==> config.mk <==
export PLATFORM = sky130hd
export DESIGN_NAME = hadamard_fetch_ctrl
export DESIGN_NICKNAME = d
export VERILOG_FILES = /design/src/rtl/hadamard_fetch_ctrl.sv
export SDC_FILE = /design/constraint.sdc
export NUM_CORES = 1
export LEC_CHECK = 0
export CELL_PAD_IN_SITES_DETAIL_PLACEMENT = 1
export CELL_PAD_IN_SITES_GLOBAL_PLACEMENT = 2
export CORE_ASPECT_RATIO = 1.2
export CORE_MARGIN = 2
export CORE_UTILIZATION = 34
export CTS_BUF_LIST = sky130_fd_sc_hd__clkbuf_4 sky130_fd_sc_hd__clkbuf_8
export DETAILED_ROUTE_END_ITERATION = 8
export PLACE_DENSITY = 0.91
export SYNTH_ARGS = -nofsm -noshare
export SYNTH_HDL_FRONTEND = slang
export SYNTH_SLANG_ARGS = --single-unit
==> constraint.sdc <==
create_clock -name clk -period 1.8 [get_ports clk]
set_clock_uncertainty 0.05 [all_clocks]
set_input_delay 0.27 -clock clk [delete_from_list [all_inputs] [get_ports clk]]
set_output_delay 0.27 -clock clk [all_outputs]
set_load 0.01 [all_outputs]
==> src/rtl/hadamard_fetch_ctrl.sv <==
// Read-side sequencer: drains N samples from the sample FIFO, packs them into one block and
// launches the Hadamard core. Optional WAIT watchdog is built when HADAMARD_CTRL_TIMEOUT_EN is defined.
module hadamard_fetch_ctrl #(
  parameter int DW      = 7,
  parameter int N       = 4,
  parameter int TIMEOUT = 64
) (
  input  logic          clk,
  input  logic          rst_n,
  input  logic          enable,
  input  logic          flush,
  input  logic          fifo_empty,
  input  logic          fifo_valid,
  input  logic [DW-1:0] fifo_dout,
  output logic          fifo_ren,
  input  logic          core_done,
  output logic          blk_start,
  output logic [N*DW-1:0] blk_data,
  output logic          busy,
  output logic [15:0]   blk_count,
  output logic          timeout_err
);

  localparam int CW = $clog2(N + 1);
  localparam logic [CW:0] N_L = (CW + 1)'(N);

  typedef enum logic [1:0] {
    IDLE   = 2'd0,
    FILL   = 2'd1,
    LAUNCH = 2'd2,
    WAIT   = 2'd3
  } state_t;

  state_t            state;
  state_t            state_next;
  logic [CW-1:0]     cnt;
  logic [CW-1:0]     cnt_next;
  logic              ren_q;
  logic [CW:0]       in_flight;
  logic [N*DW-1:0]   collect;
  logic [N*DW-1:0]   collect_next;
  logic              load_blk;
  logic              expire;

  // FIFO handshake: a read is accepted on every cycle fifo_ren is high (only issued while
  // fifo_empty is low); its sample arrives with fifo_valid exactly one cycle later. ren_q
  // tracks that in-flight read so the total of landed plus pending samples never exceeds N.
  always_comb begin
    state_next   = state;
    cnt_next     = cnt;
    collect_next = collect;
    fifo_ren     = 1'b0;
    load_blk     = 1'b0;
    in_flight    = {1'b0, cnt} + {{CW{1'b0}}, ren_q};

    case (state)
      IDLE: begin
        if (enable) state_next = FILL;
      end
      FILL: begin
        fifo_ren = !fifo_empty && (in_flight < N_L);
        if (fifo_valid) begin
          for (int k = 0; k < N; k++) begin
            if (cnt == CW'(k)) collect_next[k*DW +: DW] = fifo_dout;
          end
          cnt_next = cnt + 1'b1;
          if (cnt == CW'(N - 1)) state_next = LAUNCH;
        end
      end
      LAUNCH: begin
        cnt_next   = '0;
        state_next = WAIT;
      end
      WAIT: begin
        // Completion wins over a same-cycle watchdog expiry.
        if (core_done || expire) state_next = enable ? FILL : IDLE;
      end
      default: begin
        state_next = IDLE;
      end
    endcase

    if (flush) begin
      state_next   = IDLE;
      cnt_next     = '0;
      collect_next = '0;
      fifo_ren     = 1'b0;
    end

    // blk_data/blk_count update on entry to LAUNCH so they are stable alongside blk_start.
    load_blk = (state == FILL) && (state_next == LAUNCH);
  end

  always_ff @(posedge clk or negedge rst_n) begin
    if (!rst_n) begin
      state     <= IDLE;
      busy      <= 1'b0;
      cnt       <= '0;
      ren_q     <= 1'b0;
      collect   <= '0;
      blk_data  <= '0;
      blk_count <= '0;
    end else begin
      state   <= state_next;
      busy    <= (state_next != IDLE);
      cnt     <= cnt_next;
      ren_q   <= fifo_ren;
      collect <= collect_next;
      if (load_blk) begin
        blk_data  <= collect_next;
        blk_count <= blk_count + 16'd1;
      end
    end
  end

  assign blk_start = (state == LAUNCH);

`ifdef HADAMARD_CTRL_TIMEOUT_EN
  localparam int TW = $clog2(TIMEOUT + 1);

  logic [TW-1:0] wait_cnt;
  logic          err_q;

  // wait_cnt sits at zero outside WAIT, so it is already cleared on every WAIT entry.
  assign expire = (state == WAIT) && (wait_cnt == TW'(TIMEOUT - 1)) && !core_done && !flush;

  always_ff @(posedge clk or negedge rst_n) begin
    if (!rst_n) begin
      wait_cnt <= '0;
      err_q    <= 1'b0;
    end else begin
      wait_cnt <= (state == WAIT) ? wait_cnt + 1'b1 : '0;
      if (expire) err_q <= 1'b1;
    end
  end

  assign timeout_err = err_q | expire;
`else
  assign expire      = 1'b0;
  assign timeout_err = 1'b0 && (TIMEOUT > 0);
`endif

endmodule
==> summary.md, run 1 <==
| Metric | Value |
|---|---|
| Slew HR | `62.6%` |
| Core Box Area | `8940 sq um` |
| FF-to-FF End | `blk_count[15]` |
| Clock tree buffer depth | `2` |
| WHS | `0.388 ns` |
| Drt first pass iters | `5` |
| Crit-path max FO | `7` |
| Share of layout cells above drive strength 1 | `16.6%` |
| Crit path buffers/inverters | `0` |
| Ant diodes | `0` |
| Skew-Pair Late Insertion Delay | `0.35 ns` |
| Worst slew pin tran | `0.561 ns` |
| Die area | `9860 sq um` |
| Clk pin slew, worst setup/hold paths | `0.08 ns` |
| Cell family with most CP delay | `simple AND/OR/NAND/NOR gates` |
| Root buffer cell | `clkbuf_8` |
| Origin of the critical flop-to-flop path | `cnt[0]` |
| Cell Chain, Critical Path | `ha_2, ha_4, and4b_2, nand2b_4, nor4_4, xor2_1` |
| Area share of xor/xnor cells in the synthesized design | `4.25%` |
| I/O pins | `62` |
| Sequential share of the synthesized area | `58.3%` |
| Setup ws final | `about 0.044 ns` |
| Most frequent cells in the layout | `dfrtp_1 (72), clkdlybuf4s50_1 (57), nor2_1 (49)` |
| RSZ-0062 raised after global routing | `yes` |
| Vias per Instance | `approximately 5` |
| Cell count after synthesis | `280` |
| Area delta synth->final | `38.7%` |
| Arr. time, crit path | `1.97 ns` |
| CTS tree | `yes` |
| DR vias | `approximately 2,400` |
| Total Nets Final | `377` |
| Leakage | `about 0.0022 uW` |
| Largest family of logic cells by synthesized area | `simple AND/OR/NAND/NOR gates` |
| Global-route wire length before repair | `12.7 mm` |
| Setup TNS | `0 ns` |
| CP max-delay cell | `dfrtp_1` |
| Worst vdd ir | `between 0.3 and 0.4 mV` |
| Final Hold Vio Count | `0` |
| TritonCTS buffer count | `9` |
| Hpwl dp | `around 5.4 mm` |
| Worst endpoint required time | `2.01 ns` |
| Register bit total from synthesis | `72` |
| Drt total wl | `7.88 mm` |
| Max H-tree Level | `3` |
| Worst Setup End Kind | `flip-flop` |
| Clk sinks | `72` |
| Max stage delay on crit path | `0.39 ns` |
| Avg Inst Size Synth | `11.0 sq um` |
| Max-cap check violation count | `0` |
| Synth Area in Compound Gates | `under 10%` |
| # DRC | `0` |
| Minimum clock period after layout | `~1.8 ns` |
| Simple-gate share of the synthesized area | `between 10% and 20%` |
| Max Fclk | `approximately 570 MHz` |
| WL per Instance | `16.3 microns` |
| Mapped cell area | `3090 sq um` |
| Max Slew Vio Count | `0` |
| Tcrit/Tclk final | `97.5%` |
| Run status | `finished clean` |
| Final setup viols | `0` |
| Largest net degree at the start of global routing | `51` |
| Adder-Cell Fraction of Synth Area | `2.43%` |
| Initial Util | `between 30% and 40%` |
| Vias in the first global route | `2,535` |
| Post-route ant nets | `0` |
| Post-place setup slack | `-0.130 ns` |
| WP depth | `6` |
| Height of the chip | `roughly 110 microns` |
| Hold Path Class | `in2async` |
| GP Congestion | `0.755` |
| Most common cell after layout, fill and taps aside | `dfrtp_1` |
| CP Class | `reg2reg` |
| Std cell rows | `38` |
| Mapped Nets | `300` |
| Crit path launch type | `flip-flop` |
| Gr usage total | `16.5%` |
| Reg2reg setup slack | `between 0.04 and 0.05 ns` |
| Initial DRC Count | `60` |
| IO Port Bufs | `60` |
| Die width | `approximately 91 microns` |
| Total power | `3340 uW` |
| Post-synthesis mux area share | `7.13%` |
| YS warnings | `0` |
| Grt ovf | `0` |
| Netlist cell types | `34` |
| Power Dens Cells | `779 nW/um^2` |
| Initial antenna violation count | `0` |
| Reg2reg path depth | `6` |
==> how the worst max path moves through the flow <==
stage	from	end
after global routing	cnt[2]	fifo_ren
after floorplan	cnt[0]	blk_count[5]
after detailed placement	fifo_valid	blk_data[2]
final	cnt[0]	blk_count[15]
after global placement	fifo_valid	blk_data[2]
after CTS	cnt[2]	fifo_ren
==> worst register-to-register path, cell delays in order, from the launching register on <==
cell      delay, ns
dfrtp_1        0.39
ha_2           0.22
ha_4           0.14
and4b_2        0.32
nand2b_4       0.16
nor4_4         0.19
xor2_1         0.21
==> final cells by class <==
class                           count  area, sq um
Inverter                            6         25.0
Fill cell                         997         4660
Clock inverter                      5         78.8
Tap cell                          120          150
Clock buffer                       11          145
Sequential cell                    72         1800
Timing Repair Buffer               80          795
Multi-Input combinational cell    188         1290
==> cell families after synthesis <==
| group | Yosys count |
|---|---|
| simple gates | 115 |
| flops | 72 |
| compound gates | 29 |
| mux | 22 |
| buf+inv | 20 |
| xor+xnor | 15 |
| fa+ha+maj | 6 |
| other cells | 1 |
==> power by group <==
group / internal (uW) / total, uW / switching (uW)
sequential: 1640 / 1650 / 12.2
combinational: 99.3 / 223 / 123
clock: 835 / 1460 / 625
total: 2570 / 3340 / 761
==> repair_timing <==
| item | 4_1_cts | 5_1_grt |
|---|---|---|
| gates resized for setup | 7 | 18 |
| endpoints found under the hold margin | 18 | 0 |
| hold buffers | 1 | 0 |
| pin swaps | 2 | 11 |
| endpoints found under the setup margin | 3 | 23 |
| setup buffers | 0 | 3 |
==> routing by layer <==
layer,global-route usage [%],share of wire [%]
met2,29.0,53
met3,4.25,3.7
met5,0,0
met4,6.71,1.5
met1,19.2,41
==> synth_stat cells <==
cell type / instances / area share (%)
dfrtp_1: 72 / 58
xnor2_1: 6 / 1.7
conb_1: 1 / 0.12
nor2b_1: 2 / 0.41
nor3b_1: 1 / 0.24
xor2_1: 9 / 2.6
a21boi_0: 1 / 0.24
nor4_2: 6 / 2.4
inv_1: 6 / 0.73
and4b_2: 1 / 0.36
a211oi_1: 1 / 0.24
clkbuf_1: 4 / 0.49
nor3_2: 1 / 0.32
ha_1: 6 / 2.4
o21ai_0: 1 / 0.16
o22ai_1: 1 / 0.20
nor3_1: 4 / 0.65
nand2b_4: 1 / 0.45
nand4_1: 3 / 0.61
buf_2: 7 / 1.1
a21oi_1: 22 / 3.6
nor2_2: 1 / 0.20
nand3_1: 6 / 0.97
buf_6: 1 / 0.36
buf_4: 2 / 0.49
nor2_1: 49 / 6.0
mux2i_1: 22 / 7.1
and4bb_2: 1 / 0.41
nand4b_4: 1 / 0.77
nand2_1: 31 / 3.8
nand2_2: 3 / 0.61
nand3_2: 2 / 0.65
a22oi_1: 3 / 0.73
and4_1: 2 / 0.57
==> metrics by stage <==
stage,util (%),instance area (sq um),cells
floorplan,-,3090,280
global placement,43.9,3920,462
detailed placement,43.9,3920,462
CTS,46.7,4170,479
global route,47.9,4280,482
finish,47.9,4280,482
==> registers in the layout, indices dropped and copies added, names as in the netlist <==
register,cells
cnt,3
state,2
busy,1
collect,21
blk_count,16
ren_q,1
blk_data,28
No activity file was read; power rests on OpenSTA's default activity.
==> run 2: changes to the inputs <==
Settings changed: CORE_UTILIZATION 34 to 31, PLACE_DENSITY 0.91 to 0.87, SLEW_MARGIN from default to 10.
Clock period 1.8 ns to 1.58 ns, I/O delays scaled along.
==> run 2 against run 1 <==
Compared with the run above:
- the flow now finishes with violations (negative setup slack)
- final cell count grew 7.7%
- sequential power grew 15%
- count of clock-buffer cells in the layout grew 1
- critical path type unchanged
==> summary.md, run 2 (synthesis results as in run 1) <==
| Metric | Value |
|---|---|
| Leakage | `0.00284 uW` |
| Crit-path max FO | `7` |
| Max Fclk | `568 MHz` |
| Max-cap check violation count | `0` |
| Std cell rows | `39` |
| CP Class | `reg2reg` |
| Grt ovf | `0` |
| Share of layout cells above drive strength 1 | `37.4%` |
| Final Hold Vio Count | `0` |
| Vias in the first global route | `2,744` |
| Global-route wire length before repair | `14.5 mm` |
| Initial antenna violation count | `0` |
| Tcrit/Tclk final | `111%` |
| Worst Setup End Kind | `flip-flop` |
| Max H-tree Level | `3` |
| Drt first pass iters | `4` |
| Initial Util | `32.1%` |
| Core Box Area | `9610 sq um` |
| Sw Ratio | `26.2%` |
| WHS | `0.332 ns` |
| Combinational share of power | `8.8%` |
| Power Dens Cells | `722 nW/um^2` |
| Placed insts | `477` |
| Final setup viols | `64` |
| TritonCTS buffer count | `9` |
| Clock tree buffer depth | `2` |
| Post-Layout Cell Count | `519` |
| Most common cell after layout, fill and taps aside | `dfrtp_1` |
| RSZ-0062 raised after global routing | `yes` |
| # DRC | `0` |
| Largest net degree at the start of global routing | `28` |
| Hpwl dp | `5.61 mm` |
| Most frequent cells in the layout | `dfrtp_1 (72), nor2_1 (41), buf_4 (30)` |
| Hold Path Class | `in2async` |
| Ant diodes | `0` |
| Regs by FF count | `blk_data x28, collect x21, blk_count x16` |
| Arr. time, crit path | `1.94 ns` |
| Drt total wl | `about 10 mm` |
| Worst endpoint required time | `1.76 ns` |
| CTS tree | `yes` |
| Clock power share | `39.4%` |
| Skew-Pair Late Insertion Delay | `between 0.3 and 0.4 ns` |
| Post-place setup slack | `-0.253 ns` |
| WL per Instance | `19.2 microns` |
| Switching power | `approximately 950 uW` |
| Final Util | `52.5%` |
| Total Nets Final | `411` |
| Max Slew Vio Count | `0` |
| Origin of the critical flop-to-flop path | `cnt[2]` |
| Failing checks | `negative setup slack` |
| Minimum clock period after layout | `1.76 ns` |
| Sequential Power Share | `51.8%` |
| I/O pins | `62` |
| Worst vdd ir | `around 0.44 mV` |
| GP Congestion | `0.776` |
| Slew HR | `a little over three fifths` |
| Initial DRC Count | `99` |
| Run status | `finished with violations` |
| Crit path launch type | `flip-flop` |
| DR vias | `2,587` |
| Height of the chip | `113 microns` |
| Largest Register | `blk_data` |
| Die width | `95.1 microns` |
| IO Port Bufs | `60` |
| Die area | `10,800 sq um` |
| Power Internal | `2690 uW` |
| Clk pin slew, worst setup/hold paths | `0.09 ns` |
| Reg2reg path depth | `6` |
| Reg2reg setup slack | `-0.18 ns` |
| Clk sinks | `72` |
| Number of flip-flops under the largest register name | `28` |
| Root buffer cell | `clkbuf_8` |
| Setup ws final | `-0.181 ns` |
| Gr usage total | `17.8%` |
| Worst slew pin tran | `0.552 ns` |
| Vias per Instance | `4.98` |
| FF-to-FF End | `blk_data[16]` |
| Post-route ant nets | `0` |
| Area delta synth->final | `63.4%` |
-- run 2: cell types whose count changed in the layout (fill, tap and decap cells not counted), moves of 9 or more --
cell,delta
a21oi_1,-12
a21oi_2,+12
buf_4,+18
clkdlybuf4s50_1,-34
dlygate4sd2_1,+13
dlymetal6s2s_1,+20
mux2i_1,-17
mux2i_4,+9
nand2_1,-10
-- run 2: repair_timing --
item | CTS | global route
hold endpoints to repair | 12 | 0
gates cloned | 5 | 1
hold buffers | 1 | 0
pin swaps | 25 | 17
setup buffers | 16 | 4
setup endpoints to repair | 66 | 88
resized for setup | 66 | 84
-- run 2: layer usage --
layer / wire length, microns / vias to the layer above / part of all wire (%) / global-route usage, %
li1: - / 1164 / - / -
met3: 366 / 15 / 3.7 / 3.46
met1: 3940 / 1347 / 40 / 21.5
met4: 176 / 0 / 1.8 / 5.89
met5: 0 / - / 0 / 0
met2: 5460 / 61 / 55 / 31.3
-- run 2: worst max path at each step --
stage          startpoint            end  cells past startpoint
6_report           cnt[2]   blk_data[16]                      6
5_1_grt            cnt[2]   blk_count[9]                      7
4_1_cts            cnt[2]  blk_count[12]                      7
3_5_place_dp   fifo_valid  blk_count[15]                      5
3_3_place_gp   fifo_valid    blk_data[2]                      5
2_1_floorplan      cnt[0]  blk_count[12]                      6
-- run 2: stage by stage --
step	power, uW	instance area, sq um	setup TNS (ns)
floorplan	2010	3100	-0.380
global placement	2180	4050	-8.98
detailed placement	2180	4050	-9.41
CTS	3600	4650	-4.65
global route	3800	5050	-12.31
finish	3640	5050	-7.71
-- run 2: area by class of cell --
cell class	count	area [sq um]
clock buffer	12	159
timing repair buffer	114	1270
clock inverter	4	28.8
multi-input combinational	188	1610
inverter	6	25.0
sequential	72	1800
tap	123	154
fill	1002	4570
-- run 2: power groups by stage --
stage                     Combinational, uW  Clock, uW  Sequential (uW)
after global routing                    345       1560             1890
final                                   320       1430             1890
after floorplan                        88.1          0             1920
after global placement                  259          0             1920
after detailed placement                264          0             1920
after CTS                               285       1430             1880
-- run 2: worst max-delay path, stage by stage (launching register included) --
cell,delay (ns)
dfrtp_1,0.41
buf_6,0.13
buf_4,0.13
and4bb_2,0.40
nand2_4,0.16
mux2i_2,0.26
a21oi_1,0.11
==> run 3: changes to the inputs <==
Settings changed: REMOVE_ABC_BUFFERS from default to 1, SLEW_MARGIN 10 to 20.
==> run 3 against run 2 <==
Compared with the run above:
- the flow still finishes with violations (negative setup slack)
- power grew 5.6%
- global-route usage fell by 1.4 points
- critical path depth increased by 2
- flip-flop and latch count stayed put
- final cell count increased by 0.77%
- final area increased by 1.3%
- count of clock-buffer cells in the layout shrank 2
- critical path type unchanged
- combinational power shrank 3%
- largest power group unchanged
- register-to-register slack worse by 0.02 ns
- via count down 3.1%
- sequential power is essentially flat
==> summary.md, run 3 (synthesis results as in run 1) <==
| Metric | Value |
|---|---|
| DR vias | `around 2,500` |
| Clk sinks | `72` |
| Largest net degree at the start of global routing | `47` |
| Cell Chain, Critical Path | `buf_6, inv_4, ha_4, and4b_2, nand2b_4, buf_4, nor4_4, xor2_1` |
| Crit path launch type | `flip-flop` |
| Final Hold Vio Count | `0` |
| Drt first pass iters | `4` |
| Ant diodes | `0` |
| Max H-tree Level | `3` |
| Fillers | `985` |
| Tcrit/Tclk final | `112%` |
| Failing checks | `negative setup slack` |
| Post-Layout Cell Count | `about 520` |
| Slew HR | `59.4%` |
| Placed instance area | `4060 sq um` |
| Area delta synth->final | `65.5%` |
| Storage cell area | `approximately 1800 sq um` |
| Initial antenna violation count | `0` |
| Initial DRC Count | `70` |
| Vias per Instance | `around 4.8` |
| Setup ws final | `-0.197 ns` |
| Root buffer cell | `clkbuf_8` |
| TritonCTS buffer count | `9` |
| Setup TNS | `-3.86 ns` |
| Run status | `finished with violations` |
| WL per Instance | `17.7 microns` |
| Worst vdd ir | `0.506 mV` |
| Worst Setup End Kind | `flip-flop` |
| Arr. time, crit path | `1.99 ns` |
| Clock tree buffer depth | `2` |
| Clk pin slew, worst setup/hold paths | `0.08 ns` |
| CP Class | `reg2reg` |
| Max-cap check violation count | `0` |
| Drt total wl | `slightly above 9 mm` |
| Power Dens Cells | `753 nW/um^2` |
| # DRC | `0` |
| Crit. Startpoint | `cnt[2]` |
| Share of layout cells above drive strength 1 | `a little over a third` |
| Most common cell after layout, fill and taps aside | `dfrtp_1` |
| Cell area after layout | `5110 sq um` |
| Final setup viols | `between 50 and 60` |
| Worst slew pin tran | `0.607 ns` |
| FF-to-FF End | `blk_count[13]` |
| Most frequent cells in the layout | `dfrtp_1 (72), buf_4 (40), nor2_1 (39)` |
| Max stage delay on crit path | `roughly 0.41 ns` |
| Height of the chip | `113 microns` |
| Grt ovf | `0` |
| Post-route ant nets | `0` |
| Max Slew Vio Count | `0` |
| Worst endpoint required time | `1.79 ns` |
| Placed insts | `478` |
| Minimum clock period after layout | `1.78 ns` |
| Std cell rows | `39` |
| Regs by FF count | `blk_data x28, collect x21, blk_count x16` |
| Skew-Pair Late Insertion Delay | `0.34 ns` |
| Largest Register | `blk_data` |
| GP Congestion | `slightly below 0.8` |
| Multi-input logic area | `1630 sq um` |
| IO Port Bufs | `60` |
| Gr usage total | `16.3%` |
| Die width | `95.1 microns` |
| Total Nets Final | `416` |
| Vias in the first global route | `2,640` |
| Core Box Area | `9610 sq um` |
| I/O pins | `62` |
| CP max-delay cell | `dfrtp_1` |
| Crit-path max FO | `6` |
| Max Fclk | `around 560 MHz` |
| Number of flip-flops under the largest register name | `28` |
| Leakage | `0.00280 uW` |
| Hpwl dp | `5.25 mm` |
| Reg2reg setup slack | `-0.20 ns` |
| Hold Path Class | `in2async` |
| Die area | `about 11,000 sq um` |
| Origin of the critical flop-to-flop path | `cnt[2]` |
| Global-route wire length before repair | `13.5 mm` |
| RSZ-0062 raised after global routing | `yes` |
| CTS tree | `yes` |
| Initial Util | `around 32%` |
| Reg2reg path depth | `8` |
==> run 3: stage by stage <==
| step | total power, uW | util [%] | hold WS (ns) | setup slack, ns |
|---|---|---|---|---|
| finish | 3850 | 53.2 | 0.334 | -0.197 |
| global route | 3990 | 53.2 | 0.353 | -0.290 |
| CTS | 3840 | 48.6 | 0.327 | -0.112 |
| detailed placement | 2180 | 42.2 | 0.161 | -0.283 |
| global placement | 2170 | 42.2 | 0.161 | -0.234 |
| floorplan | 1990 | - | -0.109 | -0.776 |
==> run 3: layer usage <==
metal | GRT usage, % | share of wire, % | routed length [microns]
met3 | 2.93 | 2.6 | 236
met5 | 0 | 0 | 0
met1 | 20.1 | 42 | 3920
met2 | 28.4 | 54 | 5020
met4 | 5.70 | 0.78 | 72
==> run 3: worst max-delay path, delay by kind of cell, from the launching register on <==
kind,cells,cell delay [ns]
and+or+nand+nor,3,0.54
DFF,1,0.41
buffers and inverters,3,0.36
xor gates and xnor gates,1,0.21
adders and majority gates,1,0.12
==> run 3: timing repair <==
item                                   CTS  global route
cloned                                   2             4
setup endpoints to repair               68            84
endpoints found under the hold margin   72             0
hold buffers                             1             0
setup buffers                           18            10
resized for setup                       66            76
pin swaps                               34            15
==> run 3: worst max-delay path by stage <==
stage	endpoint	slack, ns
3_3_place_gp	fifo_ren	-0.23
3_5_place_dp	blk_data[6]	-0.28
2_1_floorplan	blk_count[3]	-0.78
5_1_grt	blk_count[10]	-0.29
6_report	blk_count[13]	-0.20
4_1_cts	fifo_ren	-0.11
==> run 3: cell type report <==
type	count	share of cell area, %
clock inverter	5	1.59
clock buffer	10	2.69
timing repair buffer	119	25.1
inverter	6	0.490
multi-input combinational	188	31.9
tap	123	3.01
sequential	72	35.3
==> run 3: report_power, final <==
| part | switching, uW | total (uW) | internal [uW] |
|---|---|---|---|
| registers | 17.9 | 1890 | 1870 |
| logic | 168 | 309 | 141 |
| clock network | 726 | 1650 | 925 |
